`config.mk`:
```
export PLATFORM = sky130hd
export DESIGN_NAME = signed_mult_ctrl_flat
export DESIGN_NICKNAME = d
export VERILOG_FILES = /design/src/rtl/signed_mult_ctrl_if.sv /design/src/rtl/signed_mult_ctrl.sv /design/src/flat_wrapper.sv
export SDC_FILE = /design/constraint.sdc
export NUM_CORES = 1
export LEC_CHECK = 0
export CAP_MARGIN = 25
export CORE_MARGIN = 5
export CORE_UTILIZATION = 40
export CTS_CLUSTER_DIAMETER = 200
export CTS_CLUSTER_SIZE = 16
export DETAILED_ROUTE_END_ITERATION = 16
export GPL_ROUTABILITY_DRIVEN = 1
export GPL_TIMING_DRIVEN = 0
export PLACE_DENSITY = 0.83
export SLEW_MARGIN = 20
export SYNTH_ARGS = -nofsm -noshare
export SYNTH_HDL_FRONTEND = slang
export SYNTH_SLANG_ARGS = --single-unit
export TNS_END_PERCENT = 20
```
`constraint.sdc`:
```
create_clock -name clk -period 3.3 [get_ports clk]
set_input_delay 0.495 -clock clk [delete_from_list [all_inputs] [get_ports clk]]
set_output_delay 0.495 -clock clk [all_outputs]
set_load 0.05 [all_outputs]
```
`src/rtl/signed_mult_ctrl_if.sv`:
```
`default_nettype none
// ============================================================================
//  Module   : signed_mult_ctrl_if
//  Purpose  : Operand/product handshake plus multiplier-core strobes for
//             signed_mult_ctrl.
//  Revision : 1.0  initial release
// ============================================================================
interface signed_mult_ctrl_if;
    logic        start;
    logic [7:0]  a_in;
    logic [7:0]  b_in;
    logic        busy;
    logic [15:0] prod;
    logic        valid;
    logic        err;
    logic [7:0]  mul_a;
    logic [7:0]  mul_b;
    logic        mul_load;
    logic        mul_done;
    logic [15:0] mul_result;

    modport master (
        output start, a_in, b_in, mul_done, mul_result,
        input  busy, prod, valid, err, mul_a, mul_b, mul_load
    );

    modport slave (
        input  start, a_in, b_in, mul_done, mul_result,
        output busy, prod, valid, err, mul_a, mul_b, mul_load
    );
endinterface
`default_nettype wire

```
`src/rtl/signed_mult_ctrl.sv`:
```
`default_nettype none
// ============================================================================
//  Module   : signed_mult_ctrl
//  Purpose  : Sign-magnitude wrapper that drives an unsigned 8x8 shift-add
//             multiplier core and returns a signed 16-bit product.
//  Revision : 1.0  initial release
// ============================================================================
module signed_mult_ctrl #(
    parameter int TIMEOUT_CYC = 16
) (
    input  logic              clk,
    input  logic              reset,
    signed_mult_ctrl_if.slave bus
);
    localparam int                 c_CNT_W    = $clog2(TIMEOUT_CYC + 1);
    localparam logic [c_CNT_W-1:0] c_CNT_LAST = c_CNT_W'(TIMEOUT_CYC - 1);

    typedef enum logic [1:0] {
        S_IDLE   = 2'd0,
        S_LOAD   = 2'd1,
        S_WAIT   = 2'd2,
        S_SETTLE = 2'd3
    } state_t;

    state_t               r_state;
    state_t               w_next;
    logic                 w_accept;
    logic                 w_timeout;
    logic                 r_neg;
    logic                 r_valid;
    logic                 r_err;
    logic [7:0]           r_mul_a;
    logic [7:0]           r_mul_b;
    logic [15:0]          r_prod;
    logic [c_CNT_W-1:0]   r_cnt;

    function automatic logic [7:0] f_mag(input logic [7:0] x);
        return x[7] ? (~x + 8'd1) : x;
    endfunction

    // The completion-pulse cycle is a turnaround: a start seen alongside
    // valid/err waits one more cycle before it is taken.
    always_comb begin
        w_next    = r_state;
        w_accept  = 1'b0;
        w_timeout = 1'b0;
        case (r_state)
            S_IDLE: begin
                if (bus.start && !r_valid && !r_err) begin
                    w_accept = 1'b1;
                    w_next   = S_LOAD;
                end
            end
            S_LOAD: begin
                w_next = S_WAIT;
            end
            S_WAIT: begin
                if (bus.mul_done) begin
                    w_next = S_SETTLE;
                end else if (r_cnt == c_CNT_LAST) begin
                    w_timeout = 1'b1;
                    w_next    = S_IDLE;
                end
            end
            S_SETTLE: begin
                w_next = S_IDLE;
            end
            default: begin
                w_next = S_IDLE;
            end
        endcase
    end

    always_ff @(posedge clk or negedge reset) begin
        if (!reset) begin
            r_state <= S_IDLE;
            r_neg   <= 1'b0;
            r_valid <= 1'b0;
            r_err   <= 1'b0;
            r_mul_a <= 8'd0;
            r_mul_b <= 8'd0;
            r_prod  <= 16'd0;
            r_cnt   <= '0;
        end else begin
            r_state <= w_next;
            r_valid <= 1'b0;
            r_err   <= 1'b0;

            if (w_accept) begin
                r_mul_a <= f_mag(bus.a_in);
                r_mul_b <= f_mag(bus.b_in);
                r_neg   <= bus.a_in[7] ^ bus.b_in[7];
            end

            if (r_state == S_WAIT && w_next == S_WAIT) begin
                r_cnt <= r_cnt + 1'b1;
            end else begin
                r_cnt <= '0;
            end

            // Core resultant trails its done by a cycle, so it is only
            // trusted at the end of SETTLE.
            if (r_state == S_SETTLE) begin
                r_prod  <= r_neg ? (16'd0 - bus.mul_result) : bus.mul_result;
                r_valid <= 1'b1;
            end else if (w_timeout) begin
                r_prod  <= 16'd0;
                r_err   <= 1'b1;
            end
        end
    end

    assign bus.busy     = (r_state != S_IDLE);
    assign bus.mul_load = (r_state == S_LOAD);
    assign bus.mul_a    = r_mul_a;
    assign bus.mul_b    = r_mul_b;
    assign bus.prod     = r_prod;
    assign bus.valid    = r_valid;
    assign bus.err      = r_err;
endmodule
`default_nettype wire

```
`src/flat_wrapper.sv`:
```
// flat-port wrapper written by rule: the top's interface ports become plain ports
module signed_mult_ctrl_flat 
#(
    parameter int TIMEOUT_CYC = 16
)
  (clk, reset, bus_start, bus_a_in, bus_b_in, bus_mul_done, bus_mul_result, bus_busy, bus_prod, bus_valid, bus_err, bus_mul_a, bus_mul_b, bus_mul_load);
  signed_mult_ctrl_if bus_i ();
  input  logic clk;
  input  logic reset;
  input wire logic [$bits(bus_i.start)-1:0] bus_start;
  input wire logic [$bits(bus_i.a_in)-1:0] bus_a_in;
  input wire logic [$bits(bus_i.b_in)-1:0] bus_b_in;
  input wire logic [$bits(bus_i.mul_done)-1:0] bus_mul_done;
  input wire logic [$bits(bus_i.mul_result)-1:0] bus_mul_result;
  output wire logic [$bits(bus_i.busy)-1:0] bus_busy;
  output wire logic [$bits(bus_i.prod)-1:0] bus_prod;
  output wire logic [$bits(bus_i.valid)-1:0] bus_valid;
  output wire logic [$bits(bus_i.err)-1:0] bus_err;
  output wire logic [$bits(bus_i.mul_a)-1:0] bus_mul_a;
  output wire logic [$bits(bus_i.mul_b)-1:0] bus_mul_b;
  output wire logic [$bits(bus_i.mul_load)-1:0] bus_mul_load;
  assign bus_i.start = bus_start;
  assign bus_i.a_in = bus_a_in;
  assign bus_i.b_in = bus_b_in;
  assign bus_i.mul_done = bus_mul_done;
  assign bus_i.mul_result = bus_mul_result;
  assign bus_busy = bus_i.busy;
  assign bus_prod = bus_i.prod;
  assign bus_valid = bus_i.valid;
  assign bus_err = bus_i.err;
  assign bus_mul_a = bus_i.mul_a;
  assign bus_mul_b = bus_i.mul_b;
  assign bus_mul_load = bus_i.mul_load;
  signed_mult_ctrl #(.TIMEOUT_CYC(TIMEOUT_CYC)) u_core (.clk(clk), .reset(reset), .bus(bus_i));
endmodule
```
==> flow_summary.ini, run 1 <==
[worst_setup_path]
cp.arrival_ns = 1.80
critPathSlowestCell = clkdlybuf4s50_1
start_kind = flip-flop
cpPeakStageDelay_ns = 0.84
critical_path_class = reg -> out
startpoint = u_core.r_state[0]$_DFF_PN0_
crit_required_ns = 2.80
crit_fanout = 6
crit_chain = nor2b_1 -> clkdlybuf4s50_1
reg2reg_from = u_core.r_cnt[0]$_DFF_PN0_
end_kind = primary output

[logic_synthesis]
mappedNetlistArea_um2 = 2232
synth_compound_area_share_pct = 16.09
yosysSeqAreaShare_pct = 47.09
syn_nets = 272
synthSimpleGateAreaFrac_pct = 18.50
synth_warnings = 0
async_flop_share_pct = 100.0
ys_ff_latch = 42
synth-edff-count = 0
synthAdderAreaFrac_pct = 2.803
ys_types = 35
synth.avg_cell_area_um2 = 9.663
synthCells = 231
synth_top_family_by_area = simple AND/OR/NAND/NOR gates
synth_flop_cell = dfrtp_1
synth_xor_xnor_area_share_pct = 9.809
synth_mux_area_share_pct = 1.345

[power]
p_seq_share_pct = 28.9
power_leakage_nw = 1.380
power.net_switching_w = 0.001398
powerDensity_nw_per_um2 = 926.6
switching_share_pct = 48.08
p_clk_share_pct = 13.8
ir_drop_mv = 0.5874
p_int_w = 0.001510
pwr-share-comb_pct = 57.3

[clock_network]
clock_path_buffers = 2
numCtsBuffers = 5
cts.repair.resized = 0
holdBufCountCts = 0
post_cts_buffers = 0
htree_levels = 2
clk-insertion-delay-late_ns = 0.29
cts_root_buffer = clkbuf_8
cts.clk_slew.worst_paths_ns = 0.08
cts_sinks = 42
tritoncts = yes

[placed_design]
gp_congestion = 0.8021
dp_hpwl_mm = 4.150
port_buffers = 69
placed_cell_area_um2 = 3028

[timing]
setup_violations = 0
period_share_pct = 69.54
fin_worst_skew_ns = 0.003576
relSlewSlack_pct = 42.49
worst_pin_slew_ns = 0.8569
rsz0062_at_grt = false
finalCriticalPeriod_ns = 2.295
whs_ns = 0.06750
max_clock_freq_mhz = 435.8
hold_viol = 0
tns_ns = 0
slew_violations = 0

[detailed_routing]
antenna_left = 0
routed_wl_mm = 5.439
wl_per_cell_um = 14.28
drc = 0
firstDrtPassIters = 4
vias_per_cell = 5.055
drtIter0Drc = 72
vias = 1926

[finish]
fin_area_um2 = 3138
diodes = 0
drive_above_1_share_pct = 7.120
fillCellCount = 493
register_area_um2 = 1051
nets = 349
multi_input_area_um2 = 1084
area_growth_pct = 40.58

[floorplan]
placementRows = 27
dieArea_um2 = 7174
dieWidth_um = 84.70
pin_count = 72
core_um2 = 5473
die_h_um = 84.70
start_util_pct = 40.79

[outcome]
outcome = completed

[global_route]
antenna_found_initial = 0
grt_max_degree = 33
grt_pass1_wl_mm = 9.039
grt_pass1_vias = 1974
track_usage_pct = 15.57
global_route.overflow_total = 0

[worst_hold_path]
min_path_type = in -> async

[job]
maxCapViolCount = 0
-- per-stage QoR --
step                      std cells  total power, W  setup slack (ns)  util, %
after floorplan                 231        0.001942             1.444        -
after global placement          372        0.002497            0.6747    55.05
after detailed placement        373        0.002528            0.9447    55.33
after CTS                       381        0.002939             1.003    57.34
after global routing            381        0.003074            0.9384    57.34
final                           381        0.002908             1.005    57.34
-- power by group through the flow --
stage / registers [W] / clock network (W) / logic (W)
6_report: 0.000840 / 0.000402 / 0.00167
2_1_floorplan: 0.00146 / 0 / 0.000482
5_1_grt: 0.000864 / 0.000438 / 0.00177
4_1_cts: 0.000841 / 0.000414 / 0.00168
3_5_place_dp: 0.000848 / 0 / 0.00168
3_3_place_gp: 0.000843 / 0 / 0.00165
-- layer usage --
layer / share of wire (%) / track usage, %
met1: 40 / 17.64
met2: 49 / 27.19
met3: 9.2 / 5.692
met5: 0 / 0
met4: 2.0 / 4.892
-- final cells by class --
class	instances	area share, %
buffer	10	1.675
tap	72	2.871
sequential	42	33.49
timing repair buffer	70	22.49
clock inverter	2	1.196
multi-input combinational	167	34.53
inverter	12	1.435
clock buffer	6	2.313
-- sequential cells by signal (all words and copies together) (netlist names) --
signal / count
u_core.bus.err: 1
u_core.bus.mul_a: 8
u_core.bus.mul_b: 8
u_core.bus.prod: 16
u_core.bus.valid: 1
u_core.r_cnt: 5
u_core.r_neg: 1
u_core.r_state: 2
-- layout by cell type (no fill, tap or decap), drive strengths merged, types with 4 or more instances in the layout --
cell type / count
nand3: 8
nor2b: 4
xor2: 20
ha: 5
o31ai: 8
dfrtp: 42
o41ai: 5
xnor2: 5
inv: 12
nor3: 5
or3: 7
clkdlybuf4s50: 68
o21ai: 33
nand2: 31
nor2: 11
clkbuf: 14
buf: 4
-- Yosys cell counts, drive strengths merged (5+ instances only) --
cell    number  area, um^2
clkbuf       8       30.03
o41ai        5       81.33
nand2       31       116.4
xnor2        5       43.79
ha           5       62.56
o31ai        8       60.06
nor3         5       36.29
xor2        20       175.2
nor2        11       41.29
nand3        8       40.04
inv         12       45.04
or3          7       48.80
o21ai       33       165.2
dfrtp       42        1051
-- final timing paths --
check,endpoint,slack [ns],depth (start not counted)
min reg2reg,u_core.r_cnt[0]$_DFF_PN0_,0.47,1
min in group clk,u_core.r_cnt[0]$_DFF_PN0_,0.47,1
max in group asynchronous,u_core.bus.prod[10]$_DFFE_PN0P_,2.78,2
max,bus_mul_load,1.01,2
min,u_core.bus.prod[4]$_DFFE_PN0P_,0.07,1
max reg2reg,u_core.bus.prod[14]$_DFFE_PN0P_,1.10,7
-- cells by family (layout without fill, tap and decap cells) --
group / count (synthesis) / count (layout)
AND/OR/NAND/NOR: 81 / 81
AO/OA/AOI/OAI: 53 / 53
flip-flops: 42 / 42
XOR/XNOR: 25 / 25
buffers and inverters: 22 / 100
adder cells (fa/ha/maj): 5 / 5
multiplexers: 3 / 3
-- critical path, delay by kind of cell (launching register included) --
kind / cells / cell delay (ns)
and+or+nand+nor: 1 / 0.24
buffers and inverters: 1 / 0.84
DFF: 1 / 0.43
Power figures use the tool's default switching activity.
==> inputs of run 2 (changes only) <==
clock period = 2.15 ns   (was 3.3 ns; I/O delays follow)
==> run 2 against run 1 <==
Cell area increased by 0.52%. Critical endpoint is now bus_busy. Worst hold slack improved by 0.36 ns. Wire length grew 0.24%. Power is 54% higher. Combinational power grew 53%. Count of clock-buffer cells in the layout unchanged. Critical path type unchanged. Die area is the same. Flip-flop and latch count did not move. Critical path depth did not move.
==> flow_summary.ini, run 2 (synthesized netlist as in run 1, its figures left out) <==
[outcome]
outcome = completed

[timing]
tns_ns = 0
fin_worst_skew_ns = 0.003769
setup_ws_ns = 0.04720
relSlewSlack_pct = 61.55
hold_viol = 0
whs_ns = 0.4296
period_share_pct = 97.80
worst_pin_slew_ns = 0.5767
setup_violations = 0
slew_violations = 0
max_clock_freq_mhz = 475.6
rsz0062_at_grt = false
finalCriticalPeriod_ns = 2.103

[worst_setup_path]
end_kind = primary output
start_kind = flip-flop
cp_num_buf_inv = 1
crit_family = buffers and inverters
cp.arrival_ns = 1.78
crit_required_ns = 1.83
critical_path_class = reg -> out
crit_chain = or2_2 -> clkdlybuf4s50_1
critPathSlowestCell = clkdlybuf4s50_1
crit_fanout = 6
cpPeakStageDelay_ns = 0.70

[power]
power_leakage_nw = 1.400
powerDensity_nw_per_um2 = 1417
ir_drop_mv = 0.9019

[clock_network]
cts.clk_slew.worst_paths_ns = 0.08
cts_root_buffer = clkbuf_8
tritoncts = yes
cts_sinks = 42
clock_path_buffers = 2
numCtsBuffers = 5
htree_levels = 2
clk-insertion-delay-late_ns = 0.29

[job]
maxCapViolCount = 0

[worst_hold_path]
min_path_type = in -> async

[floorplan]
dieArea_um2 = 7174
dieWidth_um = 84.70
start_util_pct = 40.79
placementRows = 27
pin_count = 72
core_um2 = 5473
die_h_um = 84.70

[finish]
nets = 350
fin_util_pct = 57.64
largest_reg_flops = 16
final_common_cell = clkdlybuf4s50_1
mostFrequentLayoutCells = clkdlybuf4s50_1 (67), dfrtp_1 (42), nand2_1 (31)
area_growth_pct = 41.31
diodes = 0
drive_above_1_share_pct = 7.419

[placed_design]
gp_congestion = 0.8021
port_buffers = 69
dp_slack_ns = -0.04193
dp_hpwl_mm = 4.150

[detailed_routing]
firstDrtPassIters = 4
antenna_left = 0
vias_per_cell = 5.034
drc = 0
vias = 1923
routed_wl_mm = 5.452
drtIter0Drc = 75
wl_per_cell_um = 14.27

[global_route]
grt_pass1_vias = 1974
track_usage_pct = 15.57
grt_pass1_wl_mm = 9.039
grt_max_degree = 33
antenna_found_initial = 0
global_route.overflow_total = 0
==> run 2: where the power goes <==
part / total (W) / internal (W) / switching, W
combinational: 0.00256 / 0.000870 / 0.00169
sequential: 0.00129 / 0.00110 / 0.000189
clock: 0.000619 / 0.000346 / 0.000273
==> run 2: area by class of cell <==
class	instances	area, um^2
buffer	10	52.55
sequential	42	1051
inverter	12	45.04
timing repair buffer	71	718.2
clock buffer	6	72.57
clock inverter	2	37.54
multi-input combinational	167	1087
fill	492	2318
tap	72	90.09
==> run 2: timing repair <==
item / in CTS / in global routing
gates resized for setup: 1 / 1
endpoints found under the hold margin: 10 / 0
hold buffers: 1 / 0
setup buffers: 0 / 0
setup endpoints to repair: 1 / 1
==> run 2: metrics by stage <==
step / cells / cell area, um^2 / total power (W)
final: 382 / 3154 / 0.004470
after global routing: 382 / 3154 / 0.004725
after CTS: 382 / 3152 / 0.004519
after detailed placement: 373 / 3028 / 0.003880
after global placement: 372 / 3013 / 0.003833
after floorplan: 231 / 2232 / 0.002981
==> run 2: final timing paths <==
path	slack [ns]	endpoint	cells past startpoint	from
setup / recovery	0.05	bus_busy	2	u_core.r_state[1]$_DFF_PN0_
hold / removal	0.43	u_core.bus.prod[4]$_DFFE_PN0P_	2	reset
setup reg to reg	0.12	u_core.bus.prod[14]$_DFFE_PN0P_	7	u_core.r_cnt[0]$_DFF_PN0_
min in group clk	0.43	u_core.bus.mul_a[7]$_DFFE_PN0P_	3	bus_a_in[7]
max in group asynchronous	1.27	u_core.bus.prod[10]$_DFFE_PN0P_	3	reset
hold reg to reg	0.47	u_core.r_cnt[0]$_DFF_PN0_	1	u_core.r_cnt[0]$_DFF_PN0_
==> run 2: per-layer routing <==
| metal | vias to the layer above | GRT usage [%] | wire (um) |
|---|---|---|---|
| met5 | - | 0 | 0 |
| li1 | 953 | - | - |
| met3 | 10 | 5.594 | 489 |
| met2 | 68 | 27.19 | 2650 |
| met1 | 892 | 17.70 | 2211 |
| met4 | 0 | 4.892 | 100 |
